## config.mk

```make
export PLATFORM = sky130hd
export DESIGN_NAME = transmitter_flat
export DESIGN_NICKNAME = d
export VERILOG_FILES = /design/src/rtl/transmitter_pkg.sv /design/src/rtl/transmitter_if.sv /design/src/rtl/transmitter_hex_to_ssd.sv /design/src/rtl/transmitter.sv /design/src/flat_wrapper.sv
export SDC_FILE = /design/constraint.sdc
export NUM_CORES = 1
export LEC_CHECK = 0
export ABC_AREA = 1
export BUFFER_PORTS_ARGS = -buffer_cell sky130_fd_sc_hd__buf_2
export CORE_MARGIN = 2
export CORE_UTILIZATION = 50
export CTS_CLUSTER_DIAMETER = 80
export CTS_CLUSTER_SIZE = 40
export DETAILED_ROUTE_END_ITERATION = 16
export GPL_ROUTABILITY_DRIVEN = 0
export PLACE_DENSITY_LB_ADDON = 0.15
export SYNTH_ARGS = -nofsm -noshare
export SYNTH_HDL_FRONTEND = slang
export SYNTH_HIERARCHICAL = 1
export SYNTH_SLANG_ARGS = --single-unit
```

## constraint.sdc

```tcl
create_clock -name clk -period 3 [get_ports clk]
set_input_delay 0.15 -clock clk [delete_from_list [all_inputs] [get_ports clk]]
set_output_delay 0.15 -clock clk [all_outputs]
set_load 0.02 [all_outputs]
```

## src/rtl/transmitter_pkg.sv

```systemverilog
// Shared types and constants for the serial-to-port transmitter.
// Holds the FSM state encoding, field widths and the hex-to-segment table
// (active-low segments, bit order {g,f,e,d,c,b,a}).
package transmitter_pkg;

  localparam int PORT_W    = 2;
  localparam int CNT_W     = 4;
  localparam int SSD_W     = 7;
  localparam int IDX_W     = 3;
  localparam int NUM_PORTS = 4;

  typedef enum logic [2:0] {
    IDLE,
    GET_PORT,
    GET_CNT,
    TRANSMIT,
    DONE
  } state_t;

  localparam logic [SSD_W-1:0] SSD_TABLE [16] = '{
    7'b1000000,  // 0
    7'b1111001,  // 1
    7'b0100100,  // 2
    7'b0110000,  // 3
    7'b0011001,  // 4
    7'b0010010,  // 5
    7'b0000010,  // 6
    7'b1111000,  // 7
    7'b0000000,  // 8
    7'b0010000,  // 9
    7'b0001000,  // A
    7'b0000011,  // b
    7'b1000110,  // C
    7'b0100001,  // d
    7'b0000110,  // E
    7'b0001110   // F
  };

endpackage

```

## src/rtl/transmitter_if.sv

```systemverilog
// Bundle of the serial input side and the demultiplexed output side.
// slave  : the transmitter itself (consumes SerIn/clkEn, drives outputs).
// master : the environment (serial source plus downstream consumers).
interface transmitter_if;
  import transmitter_pkg::*;

  logic             clkEn;
  logic             SerIn;
  logic             SerOutValid;
  logic             Done;
  logic             P0;
  logic             P1;
  logic             P2;
  logic             P3;
  logic [SSD_W-1:0] SSD_Out;

  modport slave (
    input  clkEn,
    input  SerIn,
    output SerOutValid,
    output Done,
    output P0,
    output P1,
    output P2,
    output P3,
    output SSD_Out
  );

  modport master (
    output clkEn,
    output SerIn,
    input  SerOutValid,
    input  Done,
    input  P0,
    input  P1,
    input  P2,
    input  P3,
    input  SSD_Out
  );

endinterface

```

## src/rtl/transmitter_hex_to_ssd.sv

```systemverilog
// Hex digit to seven-segment decoder (hex_to_ssd).
// Build option: SSD_ACTIVE_HIGH_EN selects active-high segments (inverse of
// the package table); by default segments are active-low.
module transmitter_hex_to_ssd
  import transmitter_pkg::*;
(
  input  logic [CNT_W-1:0] hex,
  output logic [SSD_W-1:0] seg
);

`ifdef SSD_ACTIVE_HIGH_EN
  assign seg = ~SSD_TABLE[hex];
`else
  assign seg = SSD_TABLE[hex];
`endif

endmodule

```

## src/rtl/transmitter.sv

```systemverilog
// Serial-to-port demultiplexer with remaining-count display.
// Frame (MSB first): start 0, 2-bit port id, 4-bit length N, N data bits.
// Data bits appear on the selected P output while SerOutValid is high; Done
// pulses for one enabled cycle at frame end. Everything advances only on
// edges with clkEn=1. SSD polarity is chosen by SSD_ACTIVE_HIGH_EN (see
// transmitter_hex_to_ssd).
//
// state    | meaning
// ---------+--------------------------------------------------------
// IDLE     | line idle, waiting for a 0 start bit
// GET_PORT | shifting in the 2-bit port id
// GET_CNT  | shifting in the 4-bit length
// TRANSMIT | routing SerIn to the selected port, counting cnt down
// DONE     | one-cycle end-of-frame marker, SerIn ignored
module transmitter
  import transmitter_pkg::*;
(
  input  logic           clk,
  input  logic           rst,
  transmitter_if.slave   bus
);

  state_t              state;
  logic [PORT_W-1:0]   port_reg;
  logic [CNT_W-1:0]    cnt;
  logic [IDX_W-1:0]    bit_idx;
  logic                valid_q;
  logic                done_q;
  logic [CNT_W-1:0]    cnt_next;
  logic [NUM_PORTS-1:0] p_vec;

  // Value the length register takes on a GET_CNT shift; also used to pick
  // the exit state so a zero-length frame skips TRANSMIT.
  assign cnt_next = {cnt[CNT_W-2:0], bus.SerIn};

  // Frame sequencer; SerOutValid/Done are registered alongside the state.
  always_ff @(posedge clk or posedge rst) begin
    if (rst) begin
      state    <= IDLE;
      port_reg <= '0;
      cnt      <= '0;
      bit_idx  <= '0;
      valid_q  <= 1'b0;
      done_q   <= 1'b0;
    end else if (bus.clkEn) begin
      case (state)
        IDLE: begin
          if (!bus.SerIn) begin
            state   <= GET_PORT;
            bit_idx <= '0;
          end
        end
        GET_PORT: begin
          port_reg <= {port_reg[PORT_W-2:0], bus.SerIn};
          if (bit_idx == IDX_W'(PORT_W - 1)) begin
            state   <= GET_CNT;
            bit_idx <= '0;
          end else begin
            bit_idx <= bit_idx + 3'd1;
          end
        end
        GET_CNT: begin
          cnt <= cnt_next;
          if (bit_idx == IDX_W'(CNT_W - 1)) begin
            bit_idx <= '0;
            if (cnt_next == '0) begin
              state  <= DONE;
              done_q <= 1'b1;
            end else begin
              state   <= TRANSMIT;
              valid_q <= 1'b1;
            end
          end else begin
            bit_idx <= bit_idx + 3'd1;
          end
        end
        TRANSMIT: begin
          cnt <= cnt - 4'd1;
          if (cnt == 4'd1) begin
            state   <= DONE;
            valid_q <= 1'b0;
            done_q  <= 1'b1;
          end
        end
        DONE: begin
          state  <= IDLE;
          done_q <= 1'b0;
        end
        default: begin
          state   <= IDLE;
          valid_q <= 1'b0;
          done_q  <= 1'b0;
        end
      endcase
    end
  end

  // Pass-through of SerIn to the selected port; all ports 0 outside TRANSMIT.
  always_comb begin
    p_vec = '0;
    if (valid_q) p_vec[port_reg] = bus.SerIn;
  end

  assign bus.SerOutValid = valid_q;
  assign bus.Done        = done_q;
  assign bus.P0          = p_vec[0];
  assign bus.P1          = p_vec[1];
  assign bus.P2          = p_vec[2];
  assign bus.P3          = p_vec[3];

  transmitter_hex_to_ssd u_hex_to_ssd (
    .hex (cnt),
    .seg (bus.SSD_Out)
  );

endmodule

```

## src/flat_wrapper.sv

```systemverilog
// flat-port wrapper written by rule: the top's interface ports become plain ports
module transmitter_flat import transmitter_pkg::*;
  (clk, rst, bus_clkEn, bus_SerIn, bus_SerOutValid, bus_Done, bus_P0, bus_P1, bus_P2, bus_P3, bus_SSD_Out);
  transmitter_if bus_i ();
  input  logic clk;
  input  logic rst;
  input wire logic [$bits(bus_i.clkEn)-1:0] bus_clkEn;
  input wire logic [$bits(bus_i.SerIn)-1:0] bus_SerIn;
  output wire logic [$bits(bus_i.SerOutValid)-1:0] bus_SerOutValid;
  output wire logic [$bits(bus_i.Done)-1:0] bus_Done;
  output wire logic [$bits(bus_i.P0)-1:0] bus_P0;
  output wire logic [$bits(bus_i.P1)-1:0] bus_P1;
  output wire logic [$bits(bus_i.P2)-1:0] bus_P2;
  output wire logic [$bits(bus_i.P3)-1:0] bus_P3;
  output wire logic [$bits(bus_i.SSD_Out)-1:0] bus_SSD_Out;
  assign bus_i.clkEn = bus_clkEn;
  assign bus_i.SerIn = bus_SerIn;
  assign bus_SerOutValid = bus_i.SerOutValid;
  assign bus_Done = bus_i.Done;
  assign bus_P0 = bus_i.P0;
  assign bus_P1 = bus_i.P1;
  assign bus_P2 = bus_i.P2;
  assign bus_P3 = bus_i.P3;
  assign bus_SSD_Out = bus_i.SSD_Out;
  transmitter u_core (.clk(clk), .rst(rst), .bus(bus_i));
endmodule
```

Word-level counts from Yosys, hierarchy flattened

Memory sizes are Yosys's and may differ from the RTL's.
Index checks and enable logic that the tools add are counted.

ROM bits: 112
Memories kept: 1
Input port bits: 4
Logic and storage cells: 66
Register bits: 14
Output and inout bits: 13

Memory list:

| name            | words | bits a word | read ports | clocked after Yosys merged registers in | wr ports | line                         | source |
|---|---|---|---|---|---|---|---|
| (no name shown) | 16    | 7           | 1          | 0                                       | 0        | transmitter_hex_to_ssd.sv:14 | `assign seg = SSD_TABLE[hex];` |

Add/sub/neg operators: 2
Mux-type cells: 24
Bitwise operators: 4
Equality and inequality tests: 13
Order comparisons: 3
Reductions and logical operators: 13

Operator list:

| operator                                                    | number |
|---|---|
| 2-to-1 mux 3 bit                                            | 8 |
| AND reduction 5 bit                                         | 3 |
| 2-to-1 mux 7 bit                                            | 2 |
| case mux 3 bit (4 select lines)                             | 1 |
| == test 3 x 2 -> 1 bit (second input constant)              | 3 |
| case mux 3 bit (3 select lines)                             | 1 |
| != test 2 x 1 -> 1 bit (second input constant)              | 4 |
| case mux 4 bit (2 select lines)                             | 1 |
| 2-to-1 mux 1 bit                                            | 7 |
| == test 3 x 1 -> 1 bit (second input constant)              | 2 |
| case mux 1 bit (3 select lines)                             | 2 |
| greater-or-equal comparator 5 bit (second input constant)   | 1 |
| inverter 4 -> 5 bit                                         | 1 |
| AND 4 bit                                                   | 1 |
| == test 4 x 1 -> 1 bit (second input constant)              | 1 |
| zero test 4 bit                                             | 1 |
| 2-to-1 mux 4 bit                                            | 1 |
| != test 2 bit (second input constant)                       | 2 |
| AND reduction 2 bit                                         | 2 |
| subtractor 4 x 1 -> 4 bit (second input constant)           | 1 |
| adder 3 x 1 -> 3 bit (second input constant)                | 1 |
| == test 3 bit (second input constant)                       | 1 |
| zero test 3 bit                                             | 1 |
| less-than comparator 2 x 3 -> 1 bit (second input constant) | 1 |
| 9 further kinds                                             | 10 |

Longest topological paths before layout

Gate-level depths: netlist of run 1.

Depth in word-level cells: 6
Depth in mapped cells: 9
Gate-level depth less buffers: 9

By module

The synthesis of run 1 kept the hierarchy.

By module, submodules not included:

| module                 | cells each | times used | area an instance (um2) | sequential area each (um2) |
|---|---|---|---|---|
| transmitter            | 136        | 1          | 960.9                  | 350.3 |
| transmitter_hex_to_ssd | 49         | 1          | 274.0                  | 0.0 |

Worst setup path after synthesis of run 1

Ideal clock, no wire load.

Kind: flip-flop to output port
Start point: register u_core.cnt[0]
End point: output port bus_SSD_Out[2]
Arrival: 1294 ps
Data required time: 2850 ps
Setup slack: 1556 ps
Stages on the path, launching flop included: 5
Path through: dfrtp_1 > inv_1 > ha_1 > nand2_1 > o21ai_0

Word-level cells in the longest chain between the ends: 4

Ends and longest elaborated chain:

| element                                              | line                         | source |
|---|---|---|
| from (decl)                                          | transmitter.sv:25            | `logic [CNT_W-1:0] cnt;` |
| from (signal assigned)                               | transmitter.sv:63            | `cnt <= cnt_next;` |
| from (signal assigned)                               | transmitter.sv:78            | `cnt <= cnt - 4'd1;` |
| inverter 4 -> 5 bit (not written as such)            | transmitter_hex_to_ssd.sv:14 |  |
| memory read (16 x 7 bit)                             | n/a                          |  |
| 2-to-1 mux 7 bit (not written as such) (2 in series) | transmitter_hex_to_ssd.sv:14 |  |
| to (decl)                                            | flat_wrapper.sv:15           | `output wire logic [$bits(bus_i.SSD_Out)-1:0] bus_SSD_Out;` |

Every way passes these cells. The select of a mux whose other input is x is not followed.

Worst setup path in the final report of run 1

Start point: register u_core.cnt[0]
End point: output port bus_SSD_Out[3]

Same word-level chain as after synthesis.

==> flow_metrics.env, run 1 <==
export IMPL_grt_max_degree=16
export IMPL_chipWidth_um=53.70
export IMPL_outcome="finished clean"
export IMPL_final_setup_worst_slack_ns=1.129
export IMPL_drcViolationCount=0
export IMPL_dpl_instance_area_um2=1336
export IMPL_syn_num_nets=202
export IMPL_synth_distinct_cells=21
export IMPL_via_per_inst=5.222
export IMPL_hp_class="primary input to flop"
export IMPL_syn_cell_area_um2=1235
export IMPL_setup_tns_ns=0
export IMPL_clock_skew_ns=0.002505
export IMPL_power_frac_comb=0.618
export IMPL_dieHeight_um=53.70
export IMPL_synth_cells=185
export IMPL_cp_end_kind="output pin"
export IMPL_drv_cap=0
export IMPL_clk_latency_ns=0.28
export IMPL_ys_seq_area_frac=0.2837
export IMPL_slew_violations=0
export IMPL_crit_required_ns=2.85
export IMPL_fillers=232
export IMPL_row_count=18
export IMPL_grt_pass1_wl_um=4298
export IMPL_nets=222
export IMPL_drtIter0Drc=48
export IMPL_wire_per_inst_um=11.80
export IMPL_place_ws_ns=1.444
export IMPL_placed_cells_incl_taps=229
export IMPL_maxSlewHeadroom=0.6062
export IMPL_grt_overflow=0
export IMPL_top_regs="u_core/cnt (4), u_core/bit_idx (3), u_core/state (3)"
export IMPL_fin_cells=234
export IMPL_htreeDepth=1
export IMPL_switching_power_mw=0.7725
export IMPL_max_freq_ghz=0.5344
export IMPL_path_clk_slew_ns=0.09
export IMPL_crit_start="u_core/cnt[0]"
export IMPL_layout_drive_gt1_share=0.1569
export IMPL_grt_antenna_before_repair=0
export IMPL_yosysWarnings=6
export IMPL_io_buffer_count=16
export IMPL_die_area_um2=2883
export IMPL_worst_slew_pin_slew_ns=0.5900
export IMPL_finalCriticalPeriod_ns=1.871
export IMPL_hold_violations=0
export IMPL_dp_hpwl_um=2065
export IMPL_grt_setup_unrepaired="false"
export IMPL_p_leak_nw=0.7559
export IMPL_r2r_start="u_core/bit_idx[0]"
export IMPL_register_area_um2=350.3
export IMPL_min_from="bus_clkEn"
export IMPL_top_register="u_core/cnt"
export IMPL_setup_viol_count_final=0
export IMPL_dr_pass1_iters=4
export IMPL_start_util=0.5125
export IMPL_cts_tree="built"
export IMPL_wl_um=2761
export IMPL_post_route_util=0.5737
export IMPL_syn_area_per_cell_um2=6.675
export IMPL_cts_root_buf="clkbuf_4"
export IMPL_numCtsBuffers=3
export IMPL_switching_share=0.5519
export IMPL_ir_worst_vdd_mv=0.6128
export IMPL_clockBufferDepth=2
export IMPL_grt_pass1_vias=1012
export IMPL_intPower_mw=0.6273
export IMPL_ant_nets=0
export IMPL_grtUsageTotal=0.2040
export IMPL_ys_ff_latch=14
export IMPL_crit_arrival_ns=1.72
export IMPL_multi_input_area_um2=767.0
export IMPL_criticalPathCategory="flop to output pin"
export IMPL_cp_max_fo=10
export IMPL_dr_total_vias=1222
export IMPL_synthToLayoutAreaGrowth_pct=11.96
export IMPL_holdWs_ns=0.2536
export IMPL_largest_reg_flops=4
export IMPL_core_area_um2=2410
export IMPL_ios=17
export IMPL_start_kind="flop"
export IMPL_power_frac_seq=0.284
export IMPL_power_share_clock=0.099
export IMPL_fin_crit_sh=0.6237
export IMPL_powerDensity_nw_per_um2=1012
export IMPL_antennaDiodeCount=0
export IMPL_cts_sinks=14
export IMPL_power_mw=1.400
export IMPL_final_area_um2=1383
## critical path, stage by stage, from the launching register on
cell	delay, ns
dfrtp_1	0.54
inv_1	0.18
ha_1	0.34
nand2_1	0.08
nand3_1	0.08
nand2_1	0.06
buf_2	0.15
## power by group through the flow
stage / sequential [mW] / combinational (mW) / clock (mW)
final: 0.397 / 0.865 / 0.138
after global routing: 0.413 / 0.978 / 0.154
after CTS: 0.395 / 0.859 / 0.145
after detailed placement: 0.400 / 0.852 / 0
after global placement: 0.396 / 0.833 / 0
after floorplan: 0.359 / 0.682 / 0
## per-layer routing
metal	GRT usage	routed length [um]
met5	0	0
met4	0.08120	18
met3	0.02778	99
met2	0.3293	1307
met1	0.2732	1336
## cell type report
type	count	area share
clock buffer	4	0.02624
inverter	27	0.07330
multi-input combinational	142	0.5547
sequential	14	0.2534
tap	30	0.02715
timing repair buffer	17	0.06516
## cell usage after synthesis
cell | count | area [um2]
o21ai_1 | 1 | 5.000
buf_2 | 1 | 5.000
inv_1 | 24 | 90.09
nor4_1 | 4 | 25.02
nand3_1 | 23 | 115.1
nand2_1 | 61 | 229.0
nor2_4 | 2 | 22.52
nand2_2 | 3 | 18.77
nor2_1 | 10 | 37.54
nand3b_1 | 1 | 7.510
nand4_1 | 2 | 12.51
inv_2 | 3 | 11.26
nor2_2 | 2 | 12.51
o21ai_0 | 15 | 75.07
o21ai_2 | 1 | 8.760
xnor2_1 | 1 | 8.760
dfrtp_1 | 14 | 350.3
a21oi_1 | 2 | 10.01
ha_1 | 13 | 162.7
buf_6 | 1 | 11.26
a21oi_4 | 1 | 16.27
## logic make-up (layout without fill, tap and decap cells)
kind of cell | Yosys count | count (layout) | synth area share
flip-flops | 14 | 14 | 0.2837
AND/OR/NAND/NOR | 108 | 108 | 0.3891
adder cells (fa/ha/maj) | 13 | 13 | 0.1317
AO/OA/AOI/OAI | 20 | 20 | 0.09321
buffers and inverters | 29 | 48 | 0.09524
XOR/XNOR | 1 | 1 | 0.007093
## cell usage in the layout (no fill, tap or decap), drive strengths merged
cell type,Yosys,routed
nand4,2,2
inv,27,27
dfrtp,14,14
o21ai,17,17
xnor2,1,1
a21oi,3,3
buf,2,16
nand3b,1,1
clkbuf,0,4
nor2,14,14
nand3,23,23
ha,13,13
nand2,64,64
nor4,4,4
dlygate4sd3,0,1
## path summary, 6_finish.rpt
path / to / slack (ns) / depth (start not counted)
max: bus_SSD_Out[3] / 1.13 / 6
min: u_core/port_reg[0] / 0.25 / 3
max reg2reg: u_core/state[2] / 1.44 / 7
min reg2reg: u_core/bus.Done / 0.49 / 2
max in group asynchronous: u_core/cnt[3] / 2.15 / 3
min in group asynchronous: u_core/port_reg[1] / 0.47 / 3
## timing repair
item / 4_1_cts / 5_1_grt
gates resized for setup: 0 / 0
endpoints found under the hold margin: 14 / 0
hold buffers: 1 / 0
buffers inserted: 0 / 0
Note: power is estimated with default switching activity, not from simulation.
==> run 2, diff against run 1 <==
Clock period 3 ns to 1.5 ns, I/O delays scaled along.
==> flow_metrics.env, run 2 (same netlist as run 1, synthesis figures left out) <==
export IMPL_worst_slew_pin_slew_ns=0.5467
export IMPL_wl_um=3130
export IMPL_p_leak_nw=0.8285
export IMPL_top_regs="u_core/cnt (4), u_core/bit_idx (3), u_core/state (3)"
export IMPL_drcViolationCount=0
export IMPL_die_area_um2=2883
export IMPL_cts_sinks=14
export IMPL_max_freq_ghz=0.6681
export IMPL_drv_cap=0
export IMPL_crit_arrival_ns=1.42
export IMPL_clock_skew_ns=0.004788
export IMPL_hold_violations=0
export IMPL_layout_drive_gt1_share=0.3131
export IMPL_hp_class="primary input to flop"
export IMPL_chipWidth_um=53.70
export IMPL_fin_crit_sh=0.9978
export IMPL_outcome="finished clean"
export IMPL_grt_max_degree=15
export IMPL_htreeDepth=1
export IMPL_cts_tree="built"
export IMPL_core_area_um2=2410
export IMPL_dpl_instance_area_um2=1381
export IMPL_largest_reg_flops=4
export IMPL_numCtsBuffers=3
export IMPL_path_clk_slew_ns=0.09
export IMPL_dr_total_vias=1317
export IMPL_cp_end_kind="output pin"
export IMPL_drtIter0Drc=50
export IMPL_powerDensity_nw_per_um2=2150
export IMPL_crit_required_ns=1.42
export IMPL_grt_antenna_before_repair=0
export IMPL_ir_worst_vdd_mv=1.401
export IMPL_start_kind="flop"
export IMPL_final_area_um2=1610
export IMPL_grtUsageTotal=0.2328
export IMPL_ios=17
export IMPL_layout_common_cells="nand2_1, inv_1, nand3_1"
export IMPL_setup_viol_count_final=0
export IMPL_via_per_inst=5.398
export IMPL_row_count=18
export IMPL_ant_nets=0
export IMPL_dr_pass1_iters=4
export IMPL_final_setup_worst_slack_ns=0.003299
export IMPL_antennaDiodeCount=0
export IMPL_fin_cells=244
export IMPL_fillers=201
export IMPL_place_ws_ns=0.02116
export IMPL_wire_per_inst_um=12.83
export IMPL_synthToLayoutAreaGrowth_pct=30.39
export IMPL_criticalPathCategory="flop to output pin"
export IMPL_start_util=0.5125
export IMPL_placed_cells_incl_taps=235
export IMPL_maxSlewHeadroom=0.6351
export IMPL_holdWs_ns=0.1825
export IMPL_slew_violations=0
export IMPL_grt_pass1_vias=1167
export IMPL_clk_latency_ns=0.28
export IMPL_power_mw=3.463
export IMPL_io_buffer_count=16
export IMPL_finalCriticalPeriod_ns=1.497
export IMPL_nets=232
export IMPL_grt_setup_unrepaired="true"
export IMPL_grt_overflow=0
export IMPL_top_register="u_core/cnt"
export IMPL_dp_hpwl_um=2144
export IMPL_final_common_cell="nand2_1"
export IMPL_grt_pass1_wl_um=4947
export IMPL_clockBufferDepth=2
export IMPL_dieHeight_um=53.70
export IMPL_cp_max_fo=5
export IMPL_cts_root_buf="clkbuf_4"
## run 2: changes by cell type in the layout (fill, tap and decap cells not counted), moves of 4 or more
| cell | before | now |
|---|---|---|
| ha_1 | 13 | 7 |
| buf_4 | 0 | 10 |
| nand3_1 | 23 | 18 |
| nand2_1 | 61 | 54 |
| inv_4 | 0 | 4 |
| buf_6 | 0 | 7 |
| inv_1 | 24 | 20 |
| nand3_2 | 0 | 5 |
| buf_2 | 16 | 9 |
| nand2_2 | 3 | 9 |
## run 2: stage by stage
| stage | util | setup TNS, ns |
|---|---|---|
| 6_report | 0.6682 | 0 |
| 5_1_grt | 0.6682 | -0.3214 |
| 4_1_cts | 0.6293 | -0.00007305 |
| 3_5_place_dp | 0.5732 | 0 |
| 3_3_place_gp | 0.5732 | 0 |
| 2_1_floorplan | - | 0 |
## run 2: critical path: stages (launching register included)
cell	delay [ns]
dfrtp_2	0.45
buf_6	0.15
ha_4	0.16
inv_4	0.05
nand2_2	0.06
nand3_2	0.08
nand2_2	0.05
buf_6	0.12
## run 2: what timing repair did
| item | 4_1_cts | 5_1_grt |
|---|---|---|
| endpoints found under the setup margin | 7 | 14 |
| gates resized for setup | 22 | 25 |
| pin swaps | 7 | 7 |
| setup buffers | 3 | 1 |
| hold buffers | 1 | 0 |
| hold endpoints to repair | 14 | 0 |
## run 2: final timing paths
path,start,endpoint,slack (ns),cells after the start
worst max-delay path,u_core/cnt[0],bus_SSD_Out[0],0.003,7
worst min-delay path,bus_clkEn,u_core/state[2],0.18,4
worst max register to register,u_core/bit_idx[1],u_core/bus.SerOutValid,0.07,8
worst min register to register,u_core/bus.SerOutValid,u_core/bus.SerOutValid,0.50,2
max in group asynchronous,rst,u_core/cnt[0],0.73,3
min in group asynchronous,rst,u_core/bus.Done,0.38,3
## run 2: area by class of cell
type                            instances  area (um2)  share of cell area
Clock buffer                            4       36.28             0.02253
Inverter                               27       111.4             0.06915
Sequential cell                        14       352.8              0.2191
Multi-Input combinational cell        142       863.3              0.5361
Tap cell                               30       37.54             0.02331
Timing Repair Buffer                   27       209.0              0.1298
## run 2: per-layer routing
metal / global-route usage / part of all wire
met5: 0 / 0
met4: 0.05556 / 0.021
met3: 0.05833 / 0.057
met2: 0.3984 / 0.51
met1: 0.2911 / 0.41
## run 2: power breakdown
part	leakage [nW]	internal (mW)	switching, mW	total, mW
clock	0.0210	0.148	0.128	0.276
combinational	0.628	0.991	1.50	2.50
sequential	0.179	0.523	0.168	0.691
